`config.mk`:
```
export PLATFORM = sky130hd
export DESIGN_NAME = muldiv_div_scheduler
export DESIGN_NICKNAME = d
export VERILOG_FILES = /design/src/rtl/muldiv_div_scheduler.sv
export SDC_FILE = /design/constraint.sdc
export NUM_CORES = 1
export LEC_CHECK = 0
export BUFFER_PORTS_ARGS = -buffer_cell sky130_fd_sc_hd__buf_2
export CORE_AREA = 2 2 235 237
export DETAILED_ROUTE_END_ITERATION = 12
export DIE_AREA = 0 0 237 239
export GPL_TIMING_DRIVEN = 0
export PLACE_DENSITY = 0.75
export SYNTH_ARGS = -nofsm -noshare
export SYNTH_HDL_FRONTEND = slang
export SYNTH_SLANG_ARGS = --single-unit
```
`constraint.sdc`:
```
create_clock -name i_clk -period 2.3 [get_ports i_clk]
set_input_delay 0.23 -clock i_clk [delete_from_list [all_inputs] [get_ports i_clk]]
set_output_delay 0.23 -clock i_clk [all_outputs]
set_load 0.005 [all_outputs]
```
`src/rtl/muldiv_div_scheduler.sv`:
```
// Round-robin scheduler sharing one pipelined signed/unsigned divider pair between two requesters.
// Special cases bypass the dividers but still ride the tracking pipe so responses stay in order.
module muldiv_div_scheduler #(
  parameter int unsigned DIV_LATENCY = 20,
  parameter int unsigned TAG_W       = 4
) (
  input  logic             i_clk,
  input  logic             i_rst_n,
  input  logic             i_flush,
  input  logic [1:0]       i_req_valid,
  output logic [1:0]       o_req_ready,
  input  logic [1:0]       i_req_op0,
  input  logic [1:0]       i_req_op1,
  input  logic [31:0]      i_req_a0,
  input  logic [31:0]      i_req_a1,
  input  logic [31:0]      i_req_b0,
  input  logic [31:0]      i_req_b1,
  input  logic [TAG_W-1:0] i_req_tag0,
  input  logic [TAG_W-1:0] i_req_tag1,
  output logic [31:0]      o_div_numer,
  output logic [31:0]      o_div_denom,
  input  logic [31:0]      i_sq,
  input  logic [31:0]      i_sr,
  input  logic [31:0]      i_uq,
  input  logic [31:0]      i_ur,
  output logic             o_rsp_valid,
  output logic             o_rsp_id,
  output logic [TAG_W-1:0] o_rsp_tag,
  output logic [31:0]      o_rsp_data,
  output logic             o_rsp_dbz,
  output logic             o_busy
);

  localparam int unsigned Depth = DIV_LATENCY + 1;

  typedef enum logic [1:0] {OpDiv = 2'd0, OpDivu = 2'd1, OpRem = 2'd2, OpRemu = 2'd3} op_e;

  typedef struct packed {
    logic             id;
    logic [TAG_W-1:0] tag;
    op_e              op;
    logic             special;
    logic [31:0]      sdata;
    logic             dbz;
  } trk_t;

  logic [Depth-1:0] vld_q, vld_d;
  trk_t [Depth-1:0] trk_q, trk_d;
  trk_t             new_trk, last;

  logic             rr_last_q, rr_last_d;
  logic [31:0]      numer_q, numer_d, denom_q, denom_d;
  logic             rsp_valid_q, rsp_valid_d;
  logic             rsp_id_q, rsp_id_d;
  logic [TAG_W-1:0] rsp_tag_q, rsp_tag_d;
  logic [31:0]      rsp_data_q, rsp_data_d;
  logic             rsp_dbz_q, rsp_dbz_d;

  logic [1:0]       grant;
  logic             accept, sel;
  op_e              op_sel;
  logic [31:0]      a_sel, b_sel;
  logic [TAG_W-1:0] tag_sel;
  logic             is_special, spec_dbz;
  logic [31:0]      spec_data;

  // rr_last_q holds the last granted index; a tie goes to the other one.
  always_comb begin
    grant = 2'b00;
    unique case (i_req_valid)
      2'b01:   grant = 2'b01;
      2'b10:   grant = 2'b10;
      2'b11:   grant = rr_last_q ? 2'b01 : 2'b10;
      default: grant = 2'b00;
    endcase
  end

  assign o_req_ready = grant & {2{~i_flush}};
  assign accept      = |(i_req_valid & o_req_ready);
  assign sel         = grant[1];
  assign op_sel      = op_e'(sel ? i_req_op1 : i_req_op0);
  assign a_sel       = sel ? i_req_a1 : i_req_a0;
  assign b_sel       = sel ? i_req_b1 : i_req_b0;
  assign tag_sel     = sel ? i_req_tag1 : i_req_tag0;

  always_comb begin
    is_special = 1'b0;
    spec_dbz   = 1'b0;
    spec_data  = '0;
    if (b_sel == '0) begin
      is_special = 1'b1;
      spec_dbz   = 1'b1;
      spec_data  = (op_sel == OpDiv || op_sel == OpDivu) ? 32'hffff_ffff : a_sel;
    end else if ((op_sel == OpDiv || op_sel == OpRem) &&
                 a_sel == 32'h8000_0000 && b_sel == 32'hffff_ffff) begin
      is_special = 1'b1;
      spec_data  = (op_sel == OpDiv) ? 32'h8000_0000 : '0;
    end
  end

  always_comb begin
    new_trk = '{id: sel, tag: tag_sel, op: op_sel, special: is_special,
                sdata: spec_data, dbz: spec_dbz};
    vld_d     = i_flush ? '0 : {vld_q[Depth-2:0], accept};
    trk_d     = {trk_q[Depth-2:0], new_trk};
    rr_last_d = accept ? sel : rr_last_q;
    numer_d   = accept ? a_sel : numer_q;
    denom_d   = accept ? b_sel : denom_q;
  end

  // The last stage lines up with the divider outputs for the operands it issued with.
  always_comb begin
    last        = trk_q[Depth-1];
    rsp_valid_d = vld_q[Depth-1] & ~i_flush;
    rsp_id_d    = 1'b0;
    rsp_tag_d   = '0;
    rsp_data_d  = '0;
    rsp_dbz_d   = 1'b0;
    if (rsp_valid_d) begin
      rsp_id_d  = last.id;
      rsp_tag_d = last.tag;
      rsp_dbz_d = last.dbz;
      if (last.special) begin
        rsp_data_d = last.sdata;
      end else begin
        unique case (last.op)
          OpDiv:  rsp_data_d = i_sq;
          OpDivu: rsp_data_d = i_uq;
          OpRem:  rsp_data_d = i_sr;
          OpRemu: rsp_data_d = i_ur;
        endcase
      end
    end
  end

  always_ff @(posedge i_clk or negedge i_rst_n) begin
    if (!i_rst_n) begin
      vld_q       <= '0;
      trk_q       <= '0;
      rr_last_q   <= 1'b1;
      numer_q     <= '0;
      denom_q     <= '0;
      rsp_valid_q <= 1'b0;
      rsp_id_q    <= 1'b0;
      rsp_tag_q   <= '0;
      rsp_data_q  <= '0;
      rsp_dbz_q   <= 1'b0;
    end else begin
      vld_q       <= vld_d;
      trk_q       <= trk_d;
      rr_last_q   <= rr_last_d;
      numer_q     <= numer_d;
      denom_q     <= denom_d;
      rsp_valid_q <= rsp_valid_d;
      rsp_id_q    <= rsp_id_d;
      rsp_tag_q   <= rsp_tag_d;
      rsp_data_q  <= rsp_data_d;
      rsp_dbz_q   <= rsp_dbz_d;
    end
  end

  assign o_div_numer = numer_q;
  assign o_div_denom = denom_q;
  assign o_rsp_valid = rsp_valid_q;
  assign o_rsp_id    = rsp_id_q;
  assign o_rsp_tag   = rsp_tag_q;
  assign o_rsp_data  = rsp_data_q;
  assign o_rsp_dbz   = rsp_dbz_q;
  assign o_busy      = (|vld_q) | rsp_valid_q;

endmodule

```
Word level (Yosys, flattened, before mapping)

Cells that the tools add are included.
W data, S select, Z words.

Equal/unequal tests: 10
Muxes and demuxes: 20
Bitwise gates (word level): 5
Reductions and logical operators: 9

Operators by type and width:

| operator               | count |
|---|---|
| $mux W32               | 8 |
| $pmux W32 S4           | 1 |
| $eq A32 B32 Y1 const B | 2 |
| $logic_not A32 Y1      | 1 |
| $mux W21               | 1 |
| $reduce_or A21 Y1      | 1 |
| $eq A2 B2 Y1 const B   | 5 |
| $mux W4                | 2 |
| $eq A2 B1 Y1 const B   | 3 |
| $pmux W2 S3            | 1 |
| $mux W1                | 5 |
| $and A2 B2 Y2          | 2 |
| $logic_not A2 Y1       | 2 |
| $mux W2                | 2 |
| $logic_and A1 B1 Y1    | 2 |
| $logic_or A1 B1 Y1     | 2 |
| $reduce_or A2 Y1       | 1 |
| $and A1 B1 Y1          | 1 |
| $not A1 Y1             | 1 |
| $or A1 B1 Y1           | 1 |

Register bits after elaboration: 986
Output and inout port bits: 106

Logic depth before layout (Yosys ltp)

Gate-level depths: netlist of the first run.

Depth after elaboration: 9
Gate-level depth with buffers: 8
Depth with buffers taken out: 6

Worst setup path before layout of the first run

Ideal clock, no wire load.

Path kind: register -> register
From: reg rr_last_q
To: reg numer_q[10], in the netlist o_div_numer[10]
Setup time: 0.130 ns
Data arrival time: 1.476 ns
Required time: 2.170 ns
Slack: 0.694 ns
Cell stages (with the launch flop): 7
Buffers on the path: 3
Clock period less this slack: 1.606 ns
Cells stage by stage: dfstp_2 a21bo_1 buf_2 buf_4 buf_2 mux2i_1 o21ai_0

Cells in the longest elaborated chain, start to end: 5

RTL lines:

| what                   | line | RTL |
|---|---|---|
| start, declared        | 51   | `logic rr_last_q, rr_last_d;` |
| start signal, assigned | 151  | `rr_last_q <= rr_last_d;` |
| $mux W2 (*)            | 73   | `2'b11: grant = rr_last_q ? 2'b01 : 2'b10;` |
| $pmux W2 S3 (*)        | 70   | `unique case (i_req_valid)` |
| $and A2 B2 Y2          | 78   | `assign o_req_ready = grant & {2{~i_flush}};` |
| $and A2 B2 Y2          | 79   | `assign accept = \|(i_req_valid & o_req_ready);` |
| $reduce_or A2 Y1       | 79   |  |
| end signal, assigned   | 152  | `numer_q <= numer_d;` |
| end, declared          | 52   | `logic [31:0] numer_q, numer_d, denom_q, denom_d;` |

Mark *: on every way between the ends. The rest lies on a longest branch, timed or not.
A chain may end at the register's enable or synchronous reset.

Worst setup path in the final report of the first run

From: reg vld_q[15]
To: out o_busy

Cells in the longest elaborated chain, start to end: 2

RTL lines:

| what                   | line | RTL |
|---|---|---|
| start, declared        | 47   | `logic [Depth-1:0] vld_q, vld_d;` |
| start signal, assigned | 149  | `vld_q <= vld_d;` |
| $reduce_or A21 Y1      | 169  | `assign o_busy = (\|vld_q) \| rsp_valid_q;` |
| $or A1 B1 Y1           | 169  |  |
| end, declared          | 31   | `output logic o_busy` |

Every way passes these cells.

==> results.toml, run 1 <==
[synthesis]
netlist.area_leader.share = 0.870
synth.avg_cell_area_sq_um = 19.0
synth_async_sr_flop_share = 1.00
synth_cell_types = 43
synth_edf_count = 0
netlist_area_sq_um = 28300
post-synth-top-count-cell = "dfrtp_1"
netlist_top_cells_area = "dfrtp_1 (87%), mux2i_1 (3.4%), mux4_2 (2.5%), o21ai_0 (1.1%), nand2_1 (1.1%)"
seq_area_frac_synth = 0.871
synthCells = 1491
yosys.area.top_type = "dfrtp_1"
synthTopCellsByCount = "dfrtp_1 (985), mux2i_1 (96), nand2_1 (81), o21ai_0 (61), nor2_1 (36)"
ys.flop_type = "dfrtp_1"
synth_nets = 1764
synth_warnings = 0
ys_ff_latch = 986

[pwr]
p_comb_frac = 0.055
cellPowerDensity_nw_per_um2 = 1010
p_seq_frac = 0.502
p_sw_frac = 0.223
power_report.internal_total_mw = 27.8
peakVddDrop_v = 0.000551
clkPwrFrac = 0.443
p_switching_mw = 7.97
p_leak_nw = 18.3

[placed_design]
io_buffer_count = 378
place.gp.congestion = 0.907
dp_hpwl_um = 44900
dp_cells = 2582

[clock_network]
numCtsBuffers = 91
htree_levels = 3
cts_tree = "built"
clk_latency_ns = 0.64
cts_sinks = 986
clockBufferDepth = 3
root_buffer = "clkbuf_16"
clk_pin_slew_ns = 0.07

[cells_and_area]
fin_cells = 2814
fin_nets = 2307
fin_util = 0.649
area_delta_synth_final_pct = 24.5
drive_above_1_share = 0.290

[critical_path]
crit_arrival_ns = 2.11
crit_path_end_kind = "output port"
crit_path_max_fanout = 2
cp.required_ns = 2.07
start_kind = "flop"
path_class = "reg -> out"

[sta]
setup_viol = 1
slew_viol_final = 0
slew_headroom = 0.431
worst_slew_pin_slew_ns = 0.830
finalClockSkew_ns = 0.0202
fmax_mhz = 428
rsz0062_at_grt = "true"
timing.final.ws_setup_ns = -0.0371
period_minus_slack_ns = 2.34
hold_viol = 0
post-route-period-util = 1.02

[global_routing]
grt_pass1_wl_um = 111000
track_usage = 0.273
grt-ovfl-total = 0
antenna_found_initial = 13
grt_pass1_vias = 16900
grt_max_degree = 136

[routing]
drtPass1Iterations = 5
drc = 0
avgRoutedWirePerCell_um = 26.2
vias = 14500
viasPerCell = 5.15
drt-total-wl_um = 73600
first_iter_violations = 893
postRouteAntennaNets = 0

[status]
violations = "negative setup slack"
outcome = "finished with violations"

[floorplanning]
placementRows = 86
die_area_sq_um = 56600
die_h_um = 239
die_w_um = 237
io_pins = 379
initial_core_util = 0.521
core-area_sq_um = 54300

[flow_run]
cap_violations = 0

[hold_path]
holdCritPathClass = "in -> reg"
## flip-flops by register name, indices dropped and copies added, names as in the netlist
register / count
trk_d: 820
last: 41
o_div_denom: 32
o_div_numer: 32
o_rsp_data: 32
vld_q: 21
o_rsp_tag: 4
o_rsp_dbz: 1
o_rsp_id: 1
o_rsp_valid: 1
rr_last_q: 1
## power by group through the flow
stage / registers, mW / logic (mW) / clock network [mW]
finish: 17.9 / 1.98 / 15.8
global route: 18.0 / 2.16 / 16.9
CTS: 18.0 / 2.00 / 16.2
detailed placement: 18.2 / 1.84 / 0
global placement: 18.2 / 1.75 / 0
floorplan: 18.2 / 0.583 / 0
## kinds of logic (layout without fill, tap and decap cells)
logic type             after synthesis  count (layout)  synth area share
AOI/OAI and AO/OA                  104             104            0.0196
buffers and inverters               52             668           0.00813
DFF                                986             986             0.871
muxes                              129             129            0.0598
other                                0               3                 0
and+or+nand+nor                    220             220            0.0412
## metrics by stage
| step | hold WS (ns) | total power [mW] | setup slack (ns) | setup TNS, ns | instance area, sq um |
|---|---|---|---|---|---|
| 6_report | 0.0194 | 35.8 | -0.0371 | -0.0371 | 35200 |
| 3_3_place_gp | 0.331 | 20.0 | -18.23 | - | 31100 |
| 2_1_floorplan | -0.0656 | 18.8 | 0.694 | 0 | 28300 |
| 5_1_grt | 0.0201 | 37.1 | -0.122 | -0.122 | 35200 |
| 4_1_cts | 0.00163 | 36.2 | -0.0968 | -0.436 | 35200 |
| 3_5_place_dp | 0.0559 | 20.1 | -0.280 | -1.37 | 31400 |
## cells in the final DEF, fill, tap and decap left out, types with 2 or more instances in the layout
master / count
and4b_1: 2
clkbuf_1: 43
buf_4: 5
a21oi_1: 31
clkbuf_8: 19
nor4b_1: 6
diode_2: 3
nand4b_1: 2
mux2i_2: 10
o21ai_1: 4
or4_1: 3
bufinv_16: 10
nor3_1: 5
nand4bb_1: 2
inv_1: 3
buf_16: 9
o21ai_0: 61
clkinv_2: 15
mux4_2: 32
nor2_1: 35
and4_1: 2
mux2i_1: 86
clkbuf_16: 94
dfrtp_1: 985
nand2_1: 81
nor2b_1: 22
buf_1: 4
dlygate4sd3_1: 62
buf_2: 388
nand3_1: 2
clkinvlp_4: 5
nor4_4: 4
buf_8: 2
nand4_1: 16
nor4_1: 24
and2_1: 7
inv_6: 3
nor2_2: 2
## layout make-up
type	instances	area [sq um]
Antenna cell	3	7.51
Inverter	4	15.0
Multi-Input combinational cell	453	3480
Tap cell	704	881
Sequential cell	986	24700
Buffer	48	244
Clock buffer	130	2680
Clock inverter	36	484
Timing Repair Buffer	450	2780
Fill cell	3438	19100
## repair_timing
action / 4_1_cts / 5_1_grt
resized for setup: 11 / 12
hold endpoints to repair: 169 / 0
gates cloned: 0 / 0
pin swaps: 4 / 0
setup buffers: 1 / 0
endpoints found under the setup margin: 20 / 13
hold buffers: 62 / 0
## per-layer routing
metal	GRT usage	vias to the layer above	routed length, um
met5	0	-	99
li1	-	6067	-
met4	0.0736	16	1890
met1	0.337	7730	27800
met3	0.0741	102	5340
met2	0.477	565	38500
## worst max-delay path, stage by stage, from the launching register on
cell	delay, ns
dfrtp_1	0.42
nor4_4	0.30
nand4_1	0.14
or4_1	0.49
buf_2	0.14
## worst paths after layout
check | startpoint | endpoint | slack (ns) | cells after the start
setup / recovery | vld_q[15] | o_busy | -0.04 | 4
hold / removal | i_flush | rr_last_q | 0.02 | 3
setup reg to reg | rr_last_q | o_div_numer[5] | 0.04 | 5
hold reg to reg | trk_d[622] | trk_d[663] | 0.34 | 0
max in group asynchronous | i_rst_n | trk_d[589] | 0.40 | 5
min in group asynchronous | i_rst_n | trk_d[620] | 0.27 | 3
No activity file was read; power rests on OpenSTA's default activity.
==> inputs of run 2 (changes only) <==
--- a/config.mk
+++ b/config.mk
@@ -5,12 +5,13 @@
 export SDC_FILE = /design/constraint.sdc
 export NUM_CORES = 1
 export LEC_CHECK = 0
-export BUFFER_PORTS_ARGS = -buffer_cell sky130_fd_sc_hd__buf_2
 export CORE_AREA = 2 2 235 237
 export DETAILED_ROUTE_END_ITERATION = 12
 export DIE_AREA = 0 0 237 239
+export DONT_BUFFER_PORTS = 1
 export GPL_TIMING_DRIVEN = 0
-export PLACE_DENSITY = 0.75
+export PLACE_DENSITY = 0.69
+export SKIP_CTS_REPAIR_TIMING = 1
 export SYNTH_ARGS = -nofsm -noshare
 export SYNTH_HDL_FRONTEND = slang
 export SYNTH_SLANG_ARGS = --single-unit
==> run 2 against run 1 <==
Compared with the run above:
- the flow finishes with violations (negative hold slack, max-slew violations)
- critical path depth is 1 higher
- sequential share of layout area increased by 1.5 points
- sequential power barely moved
- worst setup slack gained 0.041 ns
- core utilization decreased by 1.3 points
- combinational power shrank 39%
- die area unchanged
- wire length is 13% lower
- final area is 2.0% lower
- flip-flop and latch count unchanged
- clock skew up 0.0073 ns
- highest routed layer is now met4
==> results.toml, run 2 (synthesis gave the netlist of run 1 again) <==
[cells_and_area]
final_common_cell = "dfrtp_1"
multiInputGateArea_sq_um = 3520
regArea_sq_um = 24700
fin_nets = 2052
largest_reg_flops = 820
drive_above_1_share = 0.119
post-route-cell-area_sq_um = 34500
final_cell_mix = "dfrtp_1 (985), dlygate4sd3_1 (195), clkbuf_16 (91)"
nFillCells = 3541
area_delta_synth_final_pct = 21.9

[sta]
fin_hold_ws_ns = -0.659
slew_viol_final = 801
worst_slew_pin_slew_ns = 3.23
tns_ns = 0
timing.final.ws_setup_ns = 0.00412
setup_viol = 0
period_minus_slack_ns = 2.30
rsz0062_at_grt = "true"
slew_headroom = -1.15
hold_viol = 854
post-route-period-util = 0.998
fmax_mhz = 436
finalClockSkew_ns = 0.0275

[global_routing]
grt_pass1_wl_um = 85600
grt_max_degree = 987
grt-ovfl-total = 0
grt_pass1_vias = 13900
antenna_found_initial = 7
track_usage = 0.208

[clock_network]
cts_tree = "built"
clk_pin_slew_ns = 0.06
root_buffer = "clkbuf_16"
htree_levels = 3
clockBufferDepth = 3
clk_latency_ns = 0.63
numCtsBuffers = 90
cts_sinks = 986

[critical_path]
regToRegSetupSlack_ns = 0.004
path_delay_family = "multiplexers"
cp.required_ns = 2.77
critical_path.most_common_cell = "buf_2"
crit_arrival_ns = 2.76
crit_chain = "a21bo_1 > buf_2 > buf_2 > mux2i_1 > o21ai_0"
crit_buf_inv = 2
start_kind = "flop"
path_class = "reg -> reg"
slowest_delay_ns = 0.75
cp_slowest_cell = "mux2i_1"
regToRegStartpoint = "rr_last_q"
crit_path_end_kind = "flop"
r2r_end = "o_div_numer[8]"
rr_worst_depth = 5
crit_path_max_fanout = 10

[placed_design]
post_dp_cell_area_sq_um = 29200
dp_hpwl_um = 33700
dpl_worst_slack_ns = -0.383
io_buffer_count = 0
place.gp.congestion = 1.00

[floorplanning]
placementRows = 86
die_area_sq_um = 56600
core-area_sq_um = 54300
io_pins = 379
initial_core_util = 0.521
die_w_um = 237
die_h_um = 239

[routing]
avgRoutedWirePerCell_um = 24.9
viasPerCell = 5.25
first_iter_violations = 952
drtPass1Iterations = 5
drt-total-wl_um = 64000
postRouteAntennaNets = 0
vias = 13500
drc = 0

[pwr]
peakVddDrop_v = 0.000591
cellPowerDensity_nw_per_um2 = 1020
p_leak_nw = 17.2

[flow_run]
cap_violations = 0

[status]
violations = "negative hold slack, max-slew violations"
outcome = "finished with violations"

[hold_path]
holdCritPathClass = "in -> async"
-- run 2: changes by cell type in the layout (fill, tap and decap cells not counted), sizes merged --
cell | previous run | this run
buf | 410 | 22
bufinv | 10 | 15
clkbuf | 156 | 157
clkinvlp | 5 | 2
diode | 3 | 9
dlygate4sd3 | 62 | 195
inv | 8 | 6
-- run 2: how the worst max path moves through the flow --
stage	slack, ns	endpoint	cells past startpoint	startpoint
final	0.004	o_div_numer[8]	5	rr_last_q
after detailed placement	-0.38	o_div_numer[12]	6	rr_last_q
after global routing	-0.03	o_div_numer[8]	5	rr_last_q
after global placement	-0.39	o_div_numer[12]	6	rr_last_q
after floorplan	0.69	o_div_numer[10]	6	rr_last_q
after CTS	-0.46	o_div_numer[11]	6	rr_last_q
-- run 2: final cells by class --
class | instances | area share
buffer | 48 | 0.00649
clock buffer | 130 | 0.0748
inverter | 4 | 0.000435
timing repair buffer | 196 | 0.0567
clock inverter | 36 | 0.0189
antenna | 9 | 0.000652
multi-input combinational | 453 | 0.102
sequential | 986 | 0.715
tap | 704 | 0.0255
-- run 2: metrics by stage --
| stage | hold WS (ns) | power [mW] | util | cells |
|---|---|---|---|---|
| after floorplan | -0.0656 | 18.8 | - | 1491 |
| after global placement | -0.0173 | 19.1 | 0.537 | 2195 |
| final | -0.659 | 35.3 | 0.635 | 2566 |
| after global routing | -0.706 | 36.6 | 0.635 | 2565 |
| after CTS | -0.707 | 35.3 | 0.597 | 2361 |
| after detailed placement | -0.0158 | 19.2 | 0.537 | 2195 |
-- run 2: routing by layer --
layer,vias to the layer above,routed length (um),global-route usage
met5,-,0,0
met4,0,3160,0.0934
met3,208,4490,0.0611
met2,645,34600,0.378
met1,7027,21800,0.224
li1,5582,-,-
-- run 2: power by group --
| group | switching (mW) | internal [mW] |
|---|---|---|
| logic | 0.600 | 0.598 |
| registers | 0.267 | 17.8 |
| clock network | 6.45 | 9.57 |
| total | 7.32 | 27.9 |
==> inputs of run 3 (changes only) <==
--- a/config.mk
+++ b/config.mk
@@ -11,6 +11,8 @@
 export DONT_BUFFER_PORTS = 1
 export GPL_TIMING_DRIVEN = 0
 export PLACE_DENSITY = 0.69
+export RECOVER_POWER = 25
+export REMOVE_ABC_BUFFERS = 1
 export SKIP_CTS_REPAIR_TIMING = 1
 export SYNTH_ARGS = -nofsm -noshare
 export SYNTH_HDL_FRONTEND = slang
==> run 3 against run 2 <==
Compared with the run above:
- count of clock-buffer cells in the layout up 10
- first-iteration DRC count up 16%
- sequential power is essentially flat
- flip-flop and latch count unchanged
- clock skew fell by 0.0097 ns
- highest routed layer unchanged
- combinational power up 13%
- the flow finishes with violations (negative hold slack)
==> results.toml, run 3 (synthesis gave the netlist of run 1 again) <==
[cells_and_area]
area_delta_synth_final_pct = 20.1
final_cell_mix = "dfrtp_1 (982), dlygate4sd3_1 (156), clkbuf_16 (99)"
largest_reg_flops = 820
fin_nets = 1989
fin_util = 0.626
nFillCells = 3646
drive_above_1_share = 0.123
fin_cells = 2504
final_common_cell = "dfrtp_1"

[sta]
finalClockSkew_ns = 0.0179
period_minus_slack_ns = 2.24
hold_viol = 407
slew_headroom = 0.0977
worst_slew_pin_slew_ns = 1.35
fmax_mhz = 446
slew_viol_final = 0
fin_hold_ws_ns = -0.691
setup_viol = 0
post-route-period-util = 0.976

[floorplanning]
placementRows = 86
io_pins = 379
die_w_um = 237
die_h_um = 239
die_area_sq_um = 56600
initial_core_util = 0.521
core-area_sq_um = 54300

[critical_path]
cp.required_ns = 2.77
regToRegStartpoint = "rr_last_q"
r2r_end = "trk_d[49]"
crit_chain = "a21bo_4 > buf_16 > mux2i_1 > dlygate4sd3_1 > a21oi_1"
crit_buf_inv = 2
crit_path_max_fanout = 14
path_delay_family = "buffers and inverters"
cp_slowest_cell = "dlygate4sd3_1"
crit_arrival_ns = 2.71
path_class = "reg -> reg"
crit_path_end_kind = "flop"
regToRegSetupSlack_ns = 0.06
slowest_delay_ns = 0.62
start_kind = "flop"
rr_worst_depth = 5

[clock_network]
root_buffer = "clkbuf_16"
cts_sinks = 986
numCtsBuffers = 94
clockBufferDepth = 3
clk_latency_ns = 0.62
clk_pin_slew_ns = 0.06
cts_tree = "built"
htree_levels = 3

[placed_design]
io_buffer_count = 0
place.gp.congestion = 1.28
dp_hpwl_um = 25200
dp_cells = 2150

[pwr]
p_comb_frac = 0.039
peakVddDrop_v = 0.000655
p_leak_nw = 17.0
clkPwrFrac = 0.436
p_seq_frac = 0.524
p_switching_mw = 7.09
power_report.internal_total_mw = 27.3
p_sw_frac = 0.206
cellPowerDensity_nw_per_um2 = 1010

[hold_path]
holdCritPathClass = "in -> async"

[routing]
drc = 0
first_iter_violations = 1109
postRouteAntennaNets = 0
avgRoutedWirePerCell_um = 20.9
viasPerCell = 5.19
drtPass1Iterations = 5
vias = 13000
drt-total-wl_um = 52400

[global_routing]
grt_pass1_vias = 13000
grt-ovfl-total = 0
grt_max_degree = 987
track_usage = 0.164
grt_pass1_wl_um = 70900
antenna_found_initial = 2

[flow_run]
cap_violations = 0

[status]
outcome = "finished with violations"
violations = "negative hold slack"
-- run 3: cell types whose count changed in the layout (fill, tap and decap cells not counted), sizes merged --
cell | before | now
a21bo | 1 | 3
clkbuf | 157 | 143
buf | 22 | 15
diode | 9 | 7
dlygate4sd3 | 195 | 156
bufinv | 15 | 7
inv | 6 | 7
nor2 | 37 | 38
clkinv | 17 | 21
-- run 3: cell type report --
cell class	instances	area, sq um	area share
flip-flops and latches	986	24700	0.725
multi-input cells	456	3490	0.103
clock buffers	140	2720	0.0799
repair buffers	174	1850	0.0545
well taps	704	881	0.0259
clock inverters	33	368	0.0108
inverters	4	17.5	0.000515
diodes	7	17.5	0.000515
-- run 3: layer usage --
metal  part of all wire  vias to the layer above  routed length [um]  global-route usage
li1                   -                     5451                   -                   -
met1               0.35                     6460               18300               0.189
met2               0.48                      787               25000               0.263
met3              0.099                      287                5200              0.0539
met4              0.074                        0                3900               0.116
met5                  0                        -                   0                   0
-- run 3: worst max path at each step --
stage | start | to | slack, ns | cells past startpoint
global route | last[34] | o_rsp_data[14] | -0.01 | 5
finish | rr_last_q | trk_d[49] | 0.06 | 5
global placement | rr_last_q | trk_d[73] | -2.51 | 4
floorplan | rr_last_q | trk_d[74] | -1.52 | 4
CTS | rr_last_q | o_req_ready[0] | -0.37 | 4
detailed placement | rr_last_q | trk_d[73] | -0.30 | 6
-- run 3: per-stage QoR --
stage	setup TNS [ns]	power, mW	hold WS [ns]	setup slack, ns	area [sq um]
after floorplan	-121.60	18.8	-0.0656	-1.52	28100
after global placement	-210.36	19.0	-0.0440	-2.51	29000
after detailed placement	-5.17	19.0	-0.0468	-0.299	29100
after CTS	-5.76	34.2	-0.727	-0.367	32200
after global routing	-0.0268	35.8	-0.743	-0.0148	34000
final	0	34.4	-0.691	0.0555	34000
-- run 3: power groups by stage --
stage / combinational, mW / sequential (mW) / clock (mW)
2_1_floorplan: 0.533 / 18.3 / 0
3_3_place_gp: 0.647 / 18.3 / 0
3_5_place_dp: 0.702 / 18.3 / 0
4_1_cts: 0.708 / 18.0 / 15.5
5_1_grt: 1.49 / 18.1 / 16.3
6_report: 1.36 / 18.0 / 15.0
